`src/rtl/fetch_stage.sv`:
```
// fetch_stage: RV32I instruction-fetch stage. Holds the PC, selects the next
// PC from PC+4 / branch-JAL target / JALR target, and registers the fetched
// instruction into the IF/ID pipeline register. Redirects from execute
// override hazard-unit stalls and squash the wrong-path fetch.
module fetch_stage #(
  parameter logic [31:0] RESET_PC  = 32'h0000_0000,
  parameter logic [31:0] NOP_INSTR = 32'h0000_0013
) (
  input  logic        clk,
  input  logic        rst_n,
  input  logic [1:0]  PCSrcE,
  input  logic [31:0] PCTargetE,
  input  logic [31:0] ALUResultE,
  input  logic        StallF,
  input  logic        StallD,
  input  logic [31:0] InstrF,
  output logic [31:0] PCF,
  output logic [31:0] InstrD,
  output logic [31:0] PCD,
  output logic [31:0] PCPlus4D,
  output logic        ValidD,
  output logic        MisalignF
);

  logic [31:0] pc_q, pc_d;
  logic [31:0] instr_id_q, instr_id_d;
  logic [31:0] pc_id_q, pc_id_d;
  logic [31:0] pc_plus4_id_q, pc_plus4_id_d;
  logic        valid_id_q, valid_id_d;
  logic        misalign_q, misalign_d;

  logic [31:0] pc_plus4_f;
  logic [31:0] pc_next_f;
  logic        redirect_e;

  // Next-PC selection; code 11 is reserved and falls through to PC+4.
  always_comb begin
    pc_plus4_f = pc_q + 32'd4;
    pc_next_f  = pc_plus4_f;
    redirect_e = 1'b0;
    case (PCSrcE)
      2'b01: begin
        pc_next_f  = PCTargetE;
        redirect_e = 1'b1;
      end
      2'b10: begin
        pc_next_f  = ALUResultE & 32'hFFFF_FFFE;
        redirect_e = 1'b1;
      end
      default: begin
        pc_next_f  = pc_plus4_f;
        redirect_e = 1'b0;
      end
    endcase
  end

  // PC and IF/ID next state: redirect beats stall, stall holds, else advance.
  always_comb begin
    pc_d          = pc_q;
    instr_id_d    = instr_id_q;
    pc_id_d       = pc_id_q;
    pc_plus4_id_d = pc_plus4_id_q;
    valid_id_d    = valid_id_q;
    misalign_d    = redirect_e && (pc_next_f[1:0] != 2'b00);

    if (redirect_e) begin
      pc_d = pc_next_f;
    end else if (!StallF) begin
      pc_d = pc_plus4_f;
    end

    if (redirect_e) begin
      instr_id_d    = NOP_INSTR;
      pc_id_d       = 32'd0;
      pc_plus4_id_d = 32'd0;
      valid_id_d    = 1'b0;
    end else if (!StallD) begin
      instr_id_d    = InstrF;
      pc_id_d       = pc_q;
      pc_plus4_id_d = pc_plus4_f;
      valid_id_d    = 1'b1;
    end
  end

  // State registers; asynchronous reset discards any pending redirect.
  always_ff @(posedge clk or negedge rst_n) begin
    if (!rst_n) begin
      pc_q          <= RESET_PC;
      instr_id_q    <= NOP_INSTR;
      pc_id_q       <= 32'd0;
      pc_plus4_id_q <= 32'd0;
      valid_id_q    <= 1'b0;
      misalign_q    <= 1'b0;
    end else begin
      pc_q          <= pc_d;
      instr_id_q    <= instr_id_d;
      pc_id_q       <= pc_id_d;
      pc_plus4_id_q <= pc_plus4_id_d;
      valid_id_q    <= valid_id_d;
      misalign_q    <= misalign_d;
    end
  end

  assign PCF       = pc_q;
  assign InstrD    = instr_id_q;
  assign PCD       = pc_id_q;
  assign PCPlus4D  = pc_plus4_id_q;
  assign ValidD    = valid_id_q;
  assign MisalignF = misalign_q;

endmodule

```
`config.mk`:
```
export PLATFORM = sky130hd
export DESIGN_NAME = fetch_stage
export DESIGN_NICKNAME = d
export VERILOG_FILES = /design/src/rtl/fetch_stage.sv
export SDC_FILE = /design/constraint.sdc
export NUM_CORES = 1
export LEC_CHECK = 0
export CORE_ASPECT_RATIO = 1.75
export CORE_MARGIN = 8
export CORE_UTILIZATION = 41
export DETAILED_ROUTE_END_ITERATION = 6
export HOLD_SLACK_MARGIN = 0.1
export PLACE_DENSITY = 0.87
export SYNTH_ARGS = -nofsm -noshare
export SYNTH_HDL_FRONTEND = slang
export SYNTH_SLANG_ARGS = --single-unit
```
`constraint.sdc`:
```
create_clock -name clk -period 1.9 [get_ports clk]
set_input_delay 0.57 -clock clk [delete_from_list [all_inputs] [get_ports clk]]
set_output_delay 0.57 -clock clk [all_outputs]
set_load 0.01 [all_outputs]
```
==> summary.txt <==
Synth
  – Synthesized-area fraction occupied by adder cells: 0.591%
  – Avg Synthesized Cell Area: 10.0 um^2
  – Register area share after synthesis: 50.5%
  – Yosys reg bits: 128
  – Post-synth ARST share: 100%
  – Mapped cell area: 6350 um^2
  – Largest area contributor in the netlist: dfrtp_1
  – Synth area leaders: dfrtp_1, mux2i_1, nor2_1, a21oi_1, a221oi_1
  – Post-Synth Simple-Gate Area: 13.7%
  – Post-synthesis xor/xnor area fraction: 3.72%
  – Yosys warnings: 0
  – Post-Syn Nets: 738
  – Post-Syn Instances: 633
  – Synth Flop Type: dfrtp_1
  – Post-synthesis mux area share: 10.2%
  – EDFF count, synth: 0
  – Compound-Gate Fraction of Synth Area: 16.4%
  – Post-synth cell types: 49
  – Largest family of logic cells by synthesized area: compound AO/OA/AOI/OAI gates
  – Top cell type's share of synthesized area: 49.2%

Placement
  – Post-Place Worst Slack: -0.685 ns
  – Hpwl dp: 17.2 mm
  – Placed Instance Area: 9540 um^2
  – Routability-driven placement congestion ratio: 0.841
  – Placed cells: 1,080
  – IO buf count: 230

Clock tree
  – CTS Buf Count: 17
  – H-tree depth: 4
  – Worst-skew pair later-pin latency: 0.42 ns
  – Clock Tree Buf Depth: 2
  – CTS tree: done
  – Clock Sinks: 128
  – CTS Root Cell: clkbuf_16
  – CTS clk-pin slew, worst paths: 0.06 ns

GRT
  – Total gr overflow: 0
  – Initial antenna violation count: 1
  – First-pass GRT wire length: 35.7 mm
  – Vias in the first global route: 6,473
  – Pin count of the biggest net entering global routing: 55
  – GR Util All Layers: 23.4%

Setup path
  – Kind of cell adding the most delay to the critical path: buffers and inverters
  – CP endpoint kind: output port
  – Buf/Inv on CP: 1
  – Crit Path Max Fanout: 2
  – Slowest stage delay, CP: 0.54 ns
  – CP required: 1.33 ns
  – CP Cell Sequence: clkdlybuf4s50_1
  – Worst Path Arrival: 1.30 ns
  – Crit-path slowest cell: clkdlybuf4s50_1
  – Setup CP Type: flip-flop to output port
  – Startpoint types: flip-flop

Layout
  – Register area: 3220 um^2
  – Most common cell after layout, fill and taps aside: dfrtp_1
  – Fill count: 1,161
  – Synthesis-to-layout area growth: 61.6%
  – Final Cell Area: 10,300 um^2
  – Multi-input logic area: 3050 um^2
  – Non-filler cells in the finished layout: 1,121
  – Commonest cells after routing, fill and taps aside: dfrtp_1, clkdlybuf4s50_1, dlygate4sd2_1
  – Fraction of layout cells with a size suffix above 1: 19.6%
  – Nets: 1,027

Drt
  – Via-to-Cell Ratio: 5.56
  – Initial DRC Count: 287
  – Routed WL: 23.3 mm
  – DRC violations left: 0
  – Vias: 6,233
  – Post-DRT Antenna Nets: 0
  – WL/cell: 20.8 um
  – Pre-antenna DRT Iters: 5

Timing
  – Final setup margin: 0.0300 ns
  – Worst slew margin: 77.4%
  – Final hold vios: 0
  – Tcrit/Tclk final: 98.4%
  – Unrepaired setup endpoints after global routing: true
  – FMAX: 535 MHz
  – Min Clock Period, post-route: 1.87 ns
  – Final number of setup-violating endpoints: 0
  – Actual slew at the worst max-slew pin: 0.339 ns
  – Slew Limit Fails: 0
  – Worst Skew: 0.0110 ns

Flow run
  – Max-Cap Viols: 0

Die
  – Core Box Area: 15,200 um^2
  – Rows: 60
  – Initial Util: 41.7%
  – Die Area: 19,900 um^2
  – IO Pins: 232
  – Die extent in x: 110 um
  – Die Ht: 181 um

Power
  – P per Cell Area: 901 nW/um^2
  – Leakage: 0.00540 uW
  – Maximum VDD drop: 0.562 mV

Run status
  – Status: complete, no violations

Hold path
  – Worst hold path class: flip-flop to flip-flop
-- per-layer routing --
| layer | part of all wire [%] | global-route usage, % | vias to the layer above |
|---|---|---|---|
| met4 | 4.3 | 12.0 | 0 |
| met3 | 7.0 | 5.23 | 74 |
| met5 | 0 | 0 | - |
| met1 | 36 | 25.6 | 3029 |
| li1 | - | - | 2830 |
| met2 | 53 | 40.4 | 300 |
-- report_power, final --
group          switching (uW)  internal [uW]  total (uW)
clock                    1220           1910        3130
sequential                278           3090        3370
combinational            1390           1360        2740
-- synthesized netlist by cell type, types with 2 or more instances --
master and number:
dfrtp_1 125, nor2_1 85, mux2i_1 65, a21oi_1 61, nand2_1 38, o21ai_0 38
a221oi_1 23, clkbuf_1 23, buf_2 21, inv_1 18, xnor2_1 16, nand3_1 14
a2bb2oi_1 11, xor2_1 11, nand4_1 7, and3_1 6, a211oi_1 5, buf_4 5
a221o_1 4, a22oi_1 4, a22o_1 3, a31oi_1 3, and2_1 3, and4_1 3
buf_1 3, dfstp_2 3, ha_1 3, nand2b_1 3, nor3_1 3, nor4_4 3
nand3_4 2, nand4_2 2, nor2b_1 2, o22a_1 2
-- state kept, by name, summed over array words and instances, names as in the netlist --
signal / cells
PCD: 32
InstrD: 32
MisalignF: 1
PCF: 32
ValidD: 1
PCPlus4D: 30
-- worst paths after layout --
| path | startpoint | end | slack, ns | cells past startpoint |
|---|---|---|---|---|
| worst max-delay path | PCD[16] | PCD[16] | 0.03 | 1 |
| worst min-delay path | ValidD | ValidD | 0.48 | 1 |
| worst max register to register | PCF[21] | PCF[29] | 0.05 | 6 |
| worst min register to register | ValidD | ValidD | 0.48 | 1 |
| max in group asynchronous | rst_n | PCPlus4D[26] | 0.65 | 3 |
| min in group asynchronous | rst_n | PCD[13] | 0.62 | 2 |
-- cell families (layout without fill, tap and decap cells) --
group / Yosys count / count (layout)
fa+ha+maj: 3 / 3
compound gates: 163 / 163
mux: 65 / 65
xor+xnor: 27 / 27
buf+inv: 71 / 372
other cells: 0 / 1
simple gates: 176 / 176
flops: 128 / 128
-- cell type report --
cell class              count  area share, %
clock buffers              20           4.26
multi-input cells         434           29.8
repair buffers            322           30.4
inverters                  19          0.768
flip-flops and latches    128           31.4
diodes                      1         0.0244
well taps                 186           2.27
clock inverters            11           1.15
-- timing repair --
action,4_1_cts,5_1_grt
hold endpoints to repair,27,0
pin swaps,0,5
setup endpoints to repair,143,57
hold buffers,1,0
setup buffers,7,1
resized for setup,104,53
-- metrics by stage --
| stage | setup TNS, ns | total power, uW | hold WS [ns] | utilization [%] |
|---|---|---|---|---|
| 2_1_floorplan | -0.154 | 4610 | 0.274 | - |
| 3_3_place_gp | -48.82 | 6170 | 0.460 | 62.6 |
| 3_5_place_dp | -53.40 | 6250 | 0.473 | 62.6 |
| 4_1_cts | 0 | 9300 | 0.482 | 66.3 |
| 5_1_grt | -0.207 | 9670 | 0.502 | 67.3 |
| 6_report | 0 | 9240 | 0.480 | 67.3 |
(Power assumes the default switching activity.)
